`src/rtl/pulse_timer_arb_if.sv`:
```
// Bus bundle for pulse_timer_arb: the requester side drives Req/Tc/Abort.
// The timer side returns Gnt/Done/Busy/Cnt.
// Each requester's terminal count is Tc[i*CNT_W +: CNT_W].
interface pulse_timer_arb_if #(
    parameter int N_REQ = 3,
    parameter int CNT_W = 18
);
    logic [N_REQ-1:0]       Req;
    logic [N_REQ*CNT_W-1:0] Tc;
    logic                   Abort;
    logic [N_REQ-1:0]       Gnt;
    logic [N_REQ-1:0]       Done;
    logic                   Busy;
    logic [CNT_W-1:0]       Cnt;

    modport master (
        output Req, Tc, Abort,
        input  Gnt, Done, Busy, Cnt
    );

    modport slave (
        input  Req, Tc, Abort,
        output Gnt, Done, Busy, Cnt
    );
endinterface

```
`src/rtl/pulse_timer_arb.sv`:
```
// Shared delay timer with a round-robin arbiter.
// One synchronous counter serves N_REQ requesters. The winner's terminal
// count is latched at grant time. The block counts from 0 up to that value
// and then gives the winner a single-cycle Done pulse.
// Optional build macro PULSE_TIMER_ARB_FIXED_PRIO_EN: the search pointer is
// pinned at 0, which gives fixed priority with index 0 highest.
module pulse_timer_arb #(
    parameter int N_REQ = 3,
    parameter int CNT_W = 18
) (
    input  logic              Clk,
    input  logic              Rst_n,
    pulse_timer_arb_if.slave  bus
);
    localparam int IDX_W = (N_REQ > 1) ? $clog2(N_REQ) : 1;
    localparam logic [IDX_W-1:0] LAST_IDX = IDX_W'(N_REQ - 1);

    typedef enum logic [1:0] {
        IDLE  = 2'd0,
        COUNT = 2'd1,
        DONE  = 2'd2
    } state_t;

    state_t           state_q, state_d;
    logic [N_REQ-1:0] gnt_q, gnt_d;
    logic [N_REQ-1:0] done_q, done_d;
    logic             busy_q, busy_d;
    logic [CNT_W-1:0] cnt_q, cnt_d;
    logic [CNT_W-1:0] tc_q, tc_d;
    logic [IDX_W-1:0] ptr_q, ptr_d;
    logic [IDX_W-1:0] idx_q, idx_d;

    // Unpack the flat terminal-count bus into one word per requester
    logic [CNT_W-1:0] tc_arr [N_REQ];

    genvar gi;
    generate
        for (gi = 0; gi < N_REQ; gi++) begin : g_tc_unpack
            assign tc_arr[gi] = bus.Tc[gi*CNT_W +: CNT_W];
        end
    endgenerate

    logic             win_found;
    logic [IDX_W-1:0] win_idx;
    logic [IDX_W-1:0] scan_pos;

    // Find the first request at or above the pointer, wrapping modulo N_REQ
    always_comb begin
        win_found = 1'b0;
        win_idx   = '0;
        scan_pos  = ptr_q;
        for (int k = 0; k < N_REQ; k++) begin
            if (!win_found && bus.Req[scan_pos]) begin
                win_found = 1'b1;
                win_idx   = scan_pos;
            end
            scan_pos = (scan_pos == LAST_IDX) ? '0 : scan_pos + 1'b1;
        end
    end

    // Next-state logic and registered (Moore) output values
    always_comb begin
        state_d = state_q;
        gnt_d   = gnt_q;
        done_d  = '0;
        busy_d  = busy_q;
        cnt_d   = cnt_q;
        tc_d    = tc_q;
        ptr_d   = ptr_q;
        idx_d   = idx_q;

        case (state_q)
            IDLE: begin
                if (win_found) begin
                    state_d = COUNT;
                    gnt_d   = N_REQ'(1) << win_idx;
                    idx_d   = win_idx;
                    tc_d    = tc_arr[win_idx];
                    cnt_d   = '0;
                    busy_d  = 1'b1;
                end
            end

            COUNT: begin
                // A cancel by Abort or by the requester dropping Req leaves
                // the pointer alone, so the same requester stays first in line.
                if (bus.Abort || ((bus.Req & gnt_q) == '0)) begin
                    state_d = IDLE;
                    gnt_d   = '0;
                    cnt_d   = '0;
                    busy_d  = 1'b0;
                end else if (cnt_q == tc_q) begin
                    // Exit on equality before incrementing, so an all-ones
                    // terminal count never wraps the counter.
                    state_d = DONE;
                    done_d  = gnt_q;
                end else begin
                    cnt_d = cnt_q + 1'b1;
                end
            end

            DONE: begin
                // Abort is not looked at here; the pulse always completes.
                state_d = IDLE;
                gnt_d   = '0;
                cnt_d   = '0;
                busy_d  = 1'b0;
`ifdef PULSE_TIMER_ARB_FIXED_PRIO_EN
                ptr_d   = '0;
`else
                ptr_d   = (idx_q == LAST_IDX) ? '0 : idx_q + 1'b1;
`endif
            end

            default: begin
                state_d = IDLE;
                gnt_d   = '0;
                cnt_d   = '0;
                busy_d  = 1'b0;
            end
        endcase
    end

    // State and output registers, cleared asynchronously by reset
    always_ff @(posedge Clk or negedge Rst_n) begin
        if (!Rst_n) begin
            state_q <= IDLE;
            gnt_q   <= '0;
            done_q  <= '0;
            busy_q  <= 1'b0;
            cnt_q   <= '0;
            tc_q    <= '0;
            ptr_q   <= '0;
            idx_q   <= '0;
        end else begin
            state_q <= state_d;
            gnt_q   <= gnt_d;
            done_q  <= done_d;
            busy_q  <= busy_d;
            cnt_q   <= cnt_d;
            tc_q    <= tc_d;
            ptr_q   <= ptr_d;
            idx_q   <= idx_d;
        end
    end

    assign bus.Gnt  = gnt_q;
    assign bus.Done = done_q;
    assign bus.Busy = busy_q;
    assign bus.Cnt  = cnt_q;

endmodule
```
`src/flat_wrapper.sv`:
```
// flat-port wrapper written by rule: the top's interface ports become plain ports
module pulse_timer_arb_flat 
#(
    parameter int N_REQ = 3,
    parameter int CNT_W = 18
)
  (Clk, Rst_n, bus_Req, bus_Tc, bus_Abort, bus_Gnt, bus_Done, bus_Busy, bus_Cnt);
  pulse_timer_arb_if #(.N_REQ(N_REQ), .CNT_W(CNT_W)) bus_i ();
  input  logic Clk;
  input  logic Rst_n;
  input wire logic [$bits(bus_i.Req)-1:0] bus_Req;
  input wire logic [$bits(bus_i.Tc)-1:0] bus_Tc;
  input wire logic [$bits(bus_i.Abort)-1:0] bus_Abort;
  output wire logic [$bits(bus_i.Gnt)-1:0] bus_Gnt;
  output wire logic [$bits(bus_i.Done)-1:0] bus_Done;
  output wire logic [$bits(bus_i.Busy)-1:0] bus_Busy;
  output wire logic [$bits(bus_i.Cnt)-1:0] bus_Cnt;
  assign bus_i.Req = bus_Req;
  assign bus_i.Tc = bus_Tc;
  assign bus_i.Abort = bus_Abort;
  assign bus_Gnt = bus_i.Gnt;
  assign bus_Done = bus_i.Done;
  assign bus_Busy = bus_i.Busy;
  assign bus_Cnt = bus_i.Cnt;
  pulse_timer_arb #(.N_REQ(N_REQ), .CNT_W(CNT_W)) u_core (.Clk(Clk), .Rst_n(Rst_n), .bus(bus_i));
endmodule
```
`config.mk`:
```
export PLATFORM = sky130hd
export DESIGN_NAME = pulse_timer_arb_flat
export DESIGN_NICKNAME = d
export VERILOG_FILES = /design/src/rtl/pulse_timer_arb_if.sv /design/src/rtl/pulse_timer_arb.sv /design/src/flat_wrapper.sv
export SDC_FILE = /design/constraint.sdc
export NUM_CORES = 1
export LEC_CHECK = 0
export ABC_CLOCK_PERIOD_IN_PS = 5550
export CAP_MARGIN = 20
export CORE_MARGIN = 2
export CORE_UTILIZATION = 38
export CTS_BUF_LIST = sky130_fd_sc_hd__clkbuf_8
export CTS_CLUSTER_SIZE = 25
export DETAILED_ROUTE_END_ITERATION = 10
export GPL_ROUTABILITY_DRIVEN = 0
export PLACE_DENSITY = 0.7
export SLEW_MARGIN = 5
export SYNTH_ARGS = -nofsm -noshare
export SYNTH_HDL_FRONTEND = slang
export SYNTH_SLANG_ARGS = --single-unit
```
`constraint.sdc`:
```
create_clock -name Clk -period 5.55 [get_ports Clk]
set_input_delay 1.11 -clock Clk [delete_from_list [all_inputs] [get_ports Clk]]
set_output_delay 1.11 -clock Clk [all_outputs]
set_load 0.005 [all_outputs]
```
# Yosys cells after proc, flatten, opt, wreduce, memory -nomap -nowiden
# Cells that the tools add are included.
[word_totals]
register_bits = 49
input_bits = 60
output_inout_bits = 25
wordCells = 75
[op_classes]
addsub = 4
order_cmp = 4
eq_ne = 10
n_shift = 1
mux = 35
bitwise_logic = 2
n_reduce_logical = 11
[op_table]
columns = ["operator", "count"]
rows = [
  ["2-to-1 mux 18 bit", 5],
  ["binary-select mux 18 bit (select 2 bit)", 1],
  ["one-hot mux 18 bit (2 select lines)", 1],
  ["adder 18 x 1 -> 18 bit, second input constant", 1],
  ["equality test 18 bit", 1],
  ["2-to-1 mux 2 bit", 9],
  ["2-to-1 mux 3 bit", 5],
  ["less-than comparator 2 x 3 -> 1 bit, second input constant", 3],
  ["equality test 2 bit, second input constant", 4],
  ["2-to-1 mux 1 bit", 8],
  ["AND reduction 2 bit", 4],
  ["adder 2 x 1 -> 2 bit, second input constant", 3],
  ["binary-select mux 1 bit (select 2 bit)", 3],
  ["one-hot mux 3 bit (2 select lines)", 1],
  ["!= test 2 x 1 -> 1 bit, second input constant", 2],
  ["one-hot mux 2 bit (2 select lines)", 1],
  ["bitwise AND 3 bit", 1],
  [">= comparator 3 bit, second input constant", 1],
  ["zero test 3 bit", 1],
  ["!= test 3 x 1 -> 1 bit, second input constant", 1],
  ["!= test 3 x 2 -> 1 bit, second input constant", 1],
  ["inverter 2 -> 3 bit", 1],
  ["<< shifter 1 x 2 -> 3 bit, first input constant", 1],
  ["equality test 2 x 1 -> 1 bit, second input constant", 1],
  ["other kinds (5)", 7],
]

# Longest topological paths before layout
[logic_depth]
word_depth = 13
depth_mapped = 9

# Worst setup path after synthesis
# Ideal clock, no wire load.
[synth_path]
path_kind = "input port to flip-flop"
startpoint = "in bus_Req[0]"
endpoint = "reg u_core.cnt_q[6] (netlist: u_core.bus.Cnt[6])"
arrival_time_ns = 2.515
path_slack_ns = 2.894
path_stages = 7
path_buffers = 2
cell_sequence = "a222oi_1 > nor4b_2 > and3_4 > buf_6 > buf_4 > o311ai_0 > o211ai_1"
[synth_via]
elab_chain_len = 11
[synth_lines]
columns = ["item", "line", "text"]
rows = [
  ["start: declaration", "flat_wrapper.sv:11", "input wire logic [$bits(bus_i.Req)-1:0] bus_Req;"],
  ["binary-select mux 1 bit (select 2 bit)", "pulse_timer_arb.sv:53", "if (!win_found && bus.Req[scan_pos]) begin"],
  ["2-to-1 mux 1 bit (implied by the code)", "pulse_timer_arb.sv:53", ""],
  ["2-to-1 mux 1 bit", "pulse_timer_arb.sv:53", ""],
  ["zero test 1 bit", "pulse_timer_arb.sv:53", ""],
  ["logical AND 1 bit", "pulse_timer_arb.sv:53", ""],
  ["2-to-1 mux 1 bit", "pulse_timer_arb.sv:53", ""],
  ["zero test 1 bit", "pulse_timer_arb.sv:53", ""],
  ["logical AND 1 bit", "pulse_timer_arb.sv:53", ""],
  ["2-to-1 mux 1 bit", "pulse_timer_arb.sv:53", ""],
  ["!= test 2 x 1 -> 1 bit (no line)", "-", ""],
  ["AND reduction 2 bit (no line)", "-", ""],
  ["end signal: assignment", "pulse_timer_arb.sv:140", "cnt_q <= cnt_d;"],
  ["end: declaration", "pulse_timer_arb.sv:28", "logic [CNT_W-1:0] cnt_q, cnt_d;"],
]
# Parallel ways exist; a longest one is shown, timed or not. The select of a mux whose other input is x is not followed.
# A chain may end at the register's enable or synchronous reset.

# Worst setup path in the final report
[layout_path]
startpoint = "in bus_Req[0]"
endpoint = "reg u_core.cnt_q[5] (netlist: u_core.bus.Cnt[5])"
# The elaborated chain is that of the path after synthesis.

==> run summary <==
Worst setup path
* Crit path buffers/inverters: 1
* Data arrival, critical path: 3360 ps
* largest fanout of any net on the critical path: 31
* capturing point of the worst reg2reg path: u_core.bus.Cnt[5]$_DFFE_PN0P_
* origin of the worst setup path: bus_Req[0]
* Crit Path Category: in2reg
* Setup crit start kind: input pin
* CP cell instances: clkdlybuf4s50_1 > a222oi_1 > nor4b_2 > and3_4 > nor4_1 > a211o_2
* number of gates on the worst path with buffers counted: 6
* Critical Path RT: 5740 ps
* slowest CP cell: sky130_fd_sc_hd__nor4b_2
* CP max stage delay: 650 ps
* cell type group with the largest total delay on the critical path: simple AND/OR/NAND/NOR gates
* RR Startpoint: u_core.bus.Gnt[0]$_DFFE_PN0P_
* setup slack on the worst flop-to-flop path: 3300 ps
* logic depth of the worst register-to-register path: 5
* endpoint of the worst setup timing path: u_core.bus.Cnt[5]$_DFFE_PN0P_
* CP endpoint kind: flop

Timing
* transition time at the pin with the least slew margin: 738 ps
* highest clock rate: 315 MHz
* setup repair after global routing missed its margin: false
* final number of setup-violating endpoints: 0
* worst clock skew: 5.07 ps
* Slew Limit Fails: 0
* final worst-path cycle share: 57.2%
* setup tns final: 0 ps
* worst max-slew margin expressed relative to the limit: 50.6%
* Hold Violations, Final: 0
* post-layout min period: 3170 ps

Yosys
* net count of the mapped netlist: 347
* Synth Flop Type: sky130_fd_sc_hd__dfrtp_1
* XOR/XNOR Fraction of Synth Area: 5.79%
* number of distinct standard cells referenced by the synthesized netlist: 53
* adder-cell share of the synthesized area: 0.459%
* Simple-Gate Fraction of Synth Area: 20.5%
* multiplexer share of the synthesized area: 1.56%
* post-synth design cell area: 2720 sq um
* portion of the post-synthesis area used by sequential elements: 45.0%
* total of flip-flops plus latches after synthesis: 49
* EDFF count, synth: 0
* mean cell area of the mapped netlist: 9.52 sq um
* combinational family with the most area after synthesis: compound AO/OA/AOI/OAI gates
* fraction of synthesis flops using an asynchronous set or reset pin: 100%
* instance count of the mapped netlist: 286
* total of warnings raised by yosys: 0
* Synth Area in Compound Gates: 21.7%

Global routing
* via count of the first global-routing pass: 2464
* GRT Overall Usage: 18.9%
* global-route wire length before repair: 11700 microns
* GR Layer Usage met1: 26.1%
* GR Layer Usage met2: 30.0%
* maximum number of pins on one net before global-route repair: 50
* number of antenna violations at the first check in global routing: 0
* met3 Usage GRT: 3.73%
* gr ovfl total: 0
* highest-utilization routing layer at the global route stage: met2

Finish
* area delta synth->final: 35.1%
* area occupied by registers: 1230 sq um
* Layout fillers: 655
* area used by multi-input combinational logic: 1370 sq um
* finished layout cell area: 3680 sq um
* NumNets Final: 422
* diode count: 0
* fin cells: 457
* layout cells sized above 1: 5.54%

Clock network
* clock-pin slew reported for the worst setup and hold paths after clock tree synthesis: 80 ps
* clock latency reported for the late side of the worst-skew pair: 300 ps
* cts hold-fix bufs: 0
* number of post-CTS setup repair buffers: 0
* TritonCTS clock tree: built
* Post-CTS Resized: 0
* root cell of the clock tree: sky130_fd_sc_hd__clkbuf_8
* total clock buffers created by CTS: 5
* H-tree depth: 2
* clock buffer depth: 2
* TritonCTS sink count: 49

Floorplan
* Die Span X: 88.7 microns
* die extent in y: 88.7 microns
* CORE AREA: 6870 sq um
* Total Die Area: 7860 sq um
* Initial Util: 39.7%
* row cnt: 30
* IO Count: 85

Routing
* remaining antenna violation count: 0
* remaining design rule violation count: 0
* number of DRC markers after the initial detailed-route iteration: 222
* number of iterations in the first detailed-routing pass: 6
* sum of routed wire length over all layers: 7030 microns
* via count: 2480
* routed vias/inst: 5.43
* average wire per standard cell: 15.4 microns

Placement
* Inst Count DP: 448
* estimated wirelength of the detail-placed design: 5180 microns
* Post-DP Area: 3570 sq um
* buffers added on ports: 84

Run
* maximum capacitance violations: 0

Pwr
* LEAKAGE: 1.41 nW
* Max IR drop VDD: 0.000129 V
* power density over the cells: 291 nW/um^2

Min path
* hold crit path type: reg2reg

Status
* outcome: finished, final reports clean

==> how the worst min path moves through the flow <==
| stage | to | cells past startpoint | slack [ps] | start |
|---|---|---|---|---|
| finish | u_core.ptr_q[0]$_DFFE_PN0N_ | 1 | 470 | u_core.idx_q[1]$_DFFE_PN0P_ |
| global route | u_core.bus.Busy$_DFFE_PN0P_ | 1 | 500 | u_core.bus.Busy$_DFFE_PN0P_ |
| CTS | u_core.ptr_q[0]$_DFFE_PN0N_ | 1 | 470 | u_core.idx_q[1]$_DFFE_PN0P_ |
| detailed placement | u_core.ptr_q[0]$_DFFE_PN0N_ | 1 | 460 | u_core.idx_q[1]$_DFFE_PN0P_ |
| global placement | u_core.ptr_q[0]$_DFFE_PN0N_ | 1 | 450 | u_core.idx_q[1]$_DFFE_PN0P_ |
| floorplan | u_core.ptr_q[0]$_DFFE_PN0N_ | 1 | 440 | u_core.idx_q[1]$_DFFE_PN0P_ |
==> worst register-to-register path: stages, from the launching register on <==
cell and delay [ps]:
sky130_fd_sc_hd__dfrtp_1 430, sky130_fd_sc_hd__a222oi_1 170, sky130_fd_sc_hd__nor4b_2 650, sky130_fd_sc_hd__and3_4 510, sky130_fd_sc_hd__nor4_1 90, sky130_fd_sc_hd__a211o_2 280
==> final cells by class <==
class                   instances  area share (%)
clock inverters                 1           0.102
clock buffers                   6            2.24
inverters                       3           0.306
multi-input cells             215            37.1
flip-flops and latches         49            33.3
well taps                      96            3.26
repair buffers                 87            23.7
==> where the power goes <==
part	total, mW	leakage, nW	switching (mW)	internal, mW
Sequential	0.518	0.627	0.0733	0.444
Clock	0.210	0.0485	0.112	0.0973
Combinational	0.345	0.730	0.164	0.181
==> kinds of logic (layout without fill, tap and decap cells) <==
kind of cell,after synthesis,after routing
xor+xnor,18,18
fa+ha+maj,1,1
simple gates,109,109
buf+inv,22,97
compound gates,83,83
flops,49,49
mux,4,4
==> metrics by stage <==
step	util [%]	hold WS [ps]	power, mW	worst slack, ps
floorplan	-	442	0.735	2890
global placement	51.9	453	0.858	2050
detailed placement	51.9	464	0.870	1990
CTS	53.2	472	1.08	2310
global route	53.6	503	1.15	2200
finish	53.6	471	1.07	2380
==> registers in the layout (all words and copies together) (netlist names) <==
name	count
u_core.bus.Done	3
u_core.bus.Gnt	3
u_core.ptr_q	2
u_core.tc_q	18
u_core.bus.Cnt	18
u_core.state_q	2
u_core.idx_q	2
u_core.bus.Busy	1
==> routing by layer <==
metal  part of all wire [%]  vias to the layer above
li1                       -                     1207
met1                     46                     1182
met2                     48                       85
met3                    5.2                        6
met4                    1.6                        0
met5                      0                        -
==> cells in the final DEF (no fill, tap or decap), drive strengths merged, types with 2 or more instances in the layout <==
master and instances:
xor2 2, xnor2 16, mux2 2, and3 3, nand4 7, and2 5
nor3 3, o21ai 8, nand2b 7, o41ai 2, clkbuf 6, dfrtp 49
inv 4, a22o 3, or4 4, clkdlybuf4s50 83, nor4 3, a21oi 10
a22oi 18, or2 2, o211a 2, nor4b 2, o31ai 6, nor2 24
buf 4, or4b 2, nand2 35, nand3 7, o311ai 5, mux2i 2
a31oi 19, or3 3
==> synthesized netlist by cell type, drive strengths merged, types with 2 or more instances <==
| cell type | count | area share (%) |
|---|---|---|
| a21oi | 10 | 1.8 |
| a22o | 3 | 0.96 |
| a22oi | 18 | 5.0 |
| a31oi | 19 | 4.4 |
| and2 | 5 | 1.1 |
| and3 | 3 | 0.87 |
| buf | 6 | 2.0 |
| clkbuf | 13 | 2.6 |
| dfrtp | 49 | 45 |
| inv | 3 | 0.41 |
| mux2 | 2 | 0.83 |
| mux2i | 2 | 0.73 |
| nand2 | 35 | 4.8 |
| nand2b | 7 | 1.6 |
| nand3 | 7 | 1.3 |
| nand4 | 7 | 1.8 |
| nor2 | 24 | 3.3 |
| nor3 | 3 | 0.55 |
| nor4 | 3 | 0.69 |
| nor4b | 2 | 0.87 |
| o211a | 2 | 0.73 |
| o21ai | 8 | 1.5 |
| o311ai | 5 | 1.6 |
| o31ai | 6 | 1.7 |
| o41ai | 2 | 0.64 |
| or2 | 2 | 0.46 |
| or3 | 3 | 0.69 |
| or4 | 4 | 1.1 |
| or4b | 2 | 0.73 |
| xnor2 | 16 | 5.1 |
| xor2 | 2 | 0.64 |
(Power assumes the default switching activity.)
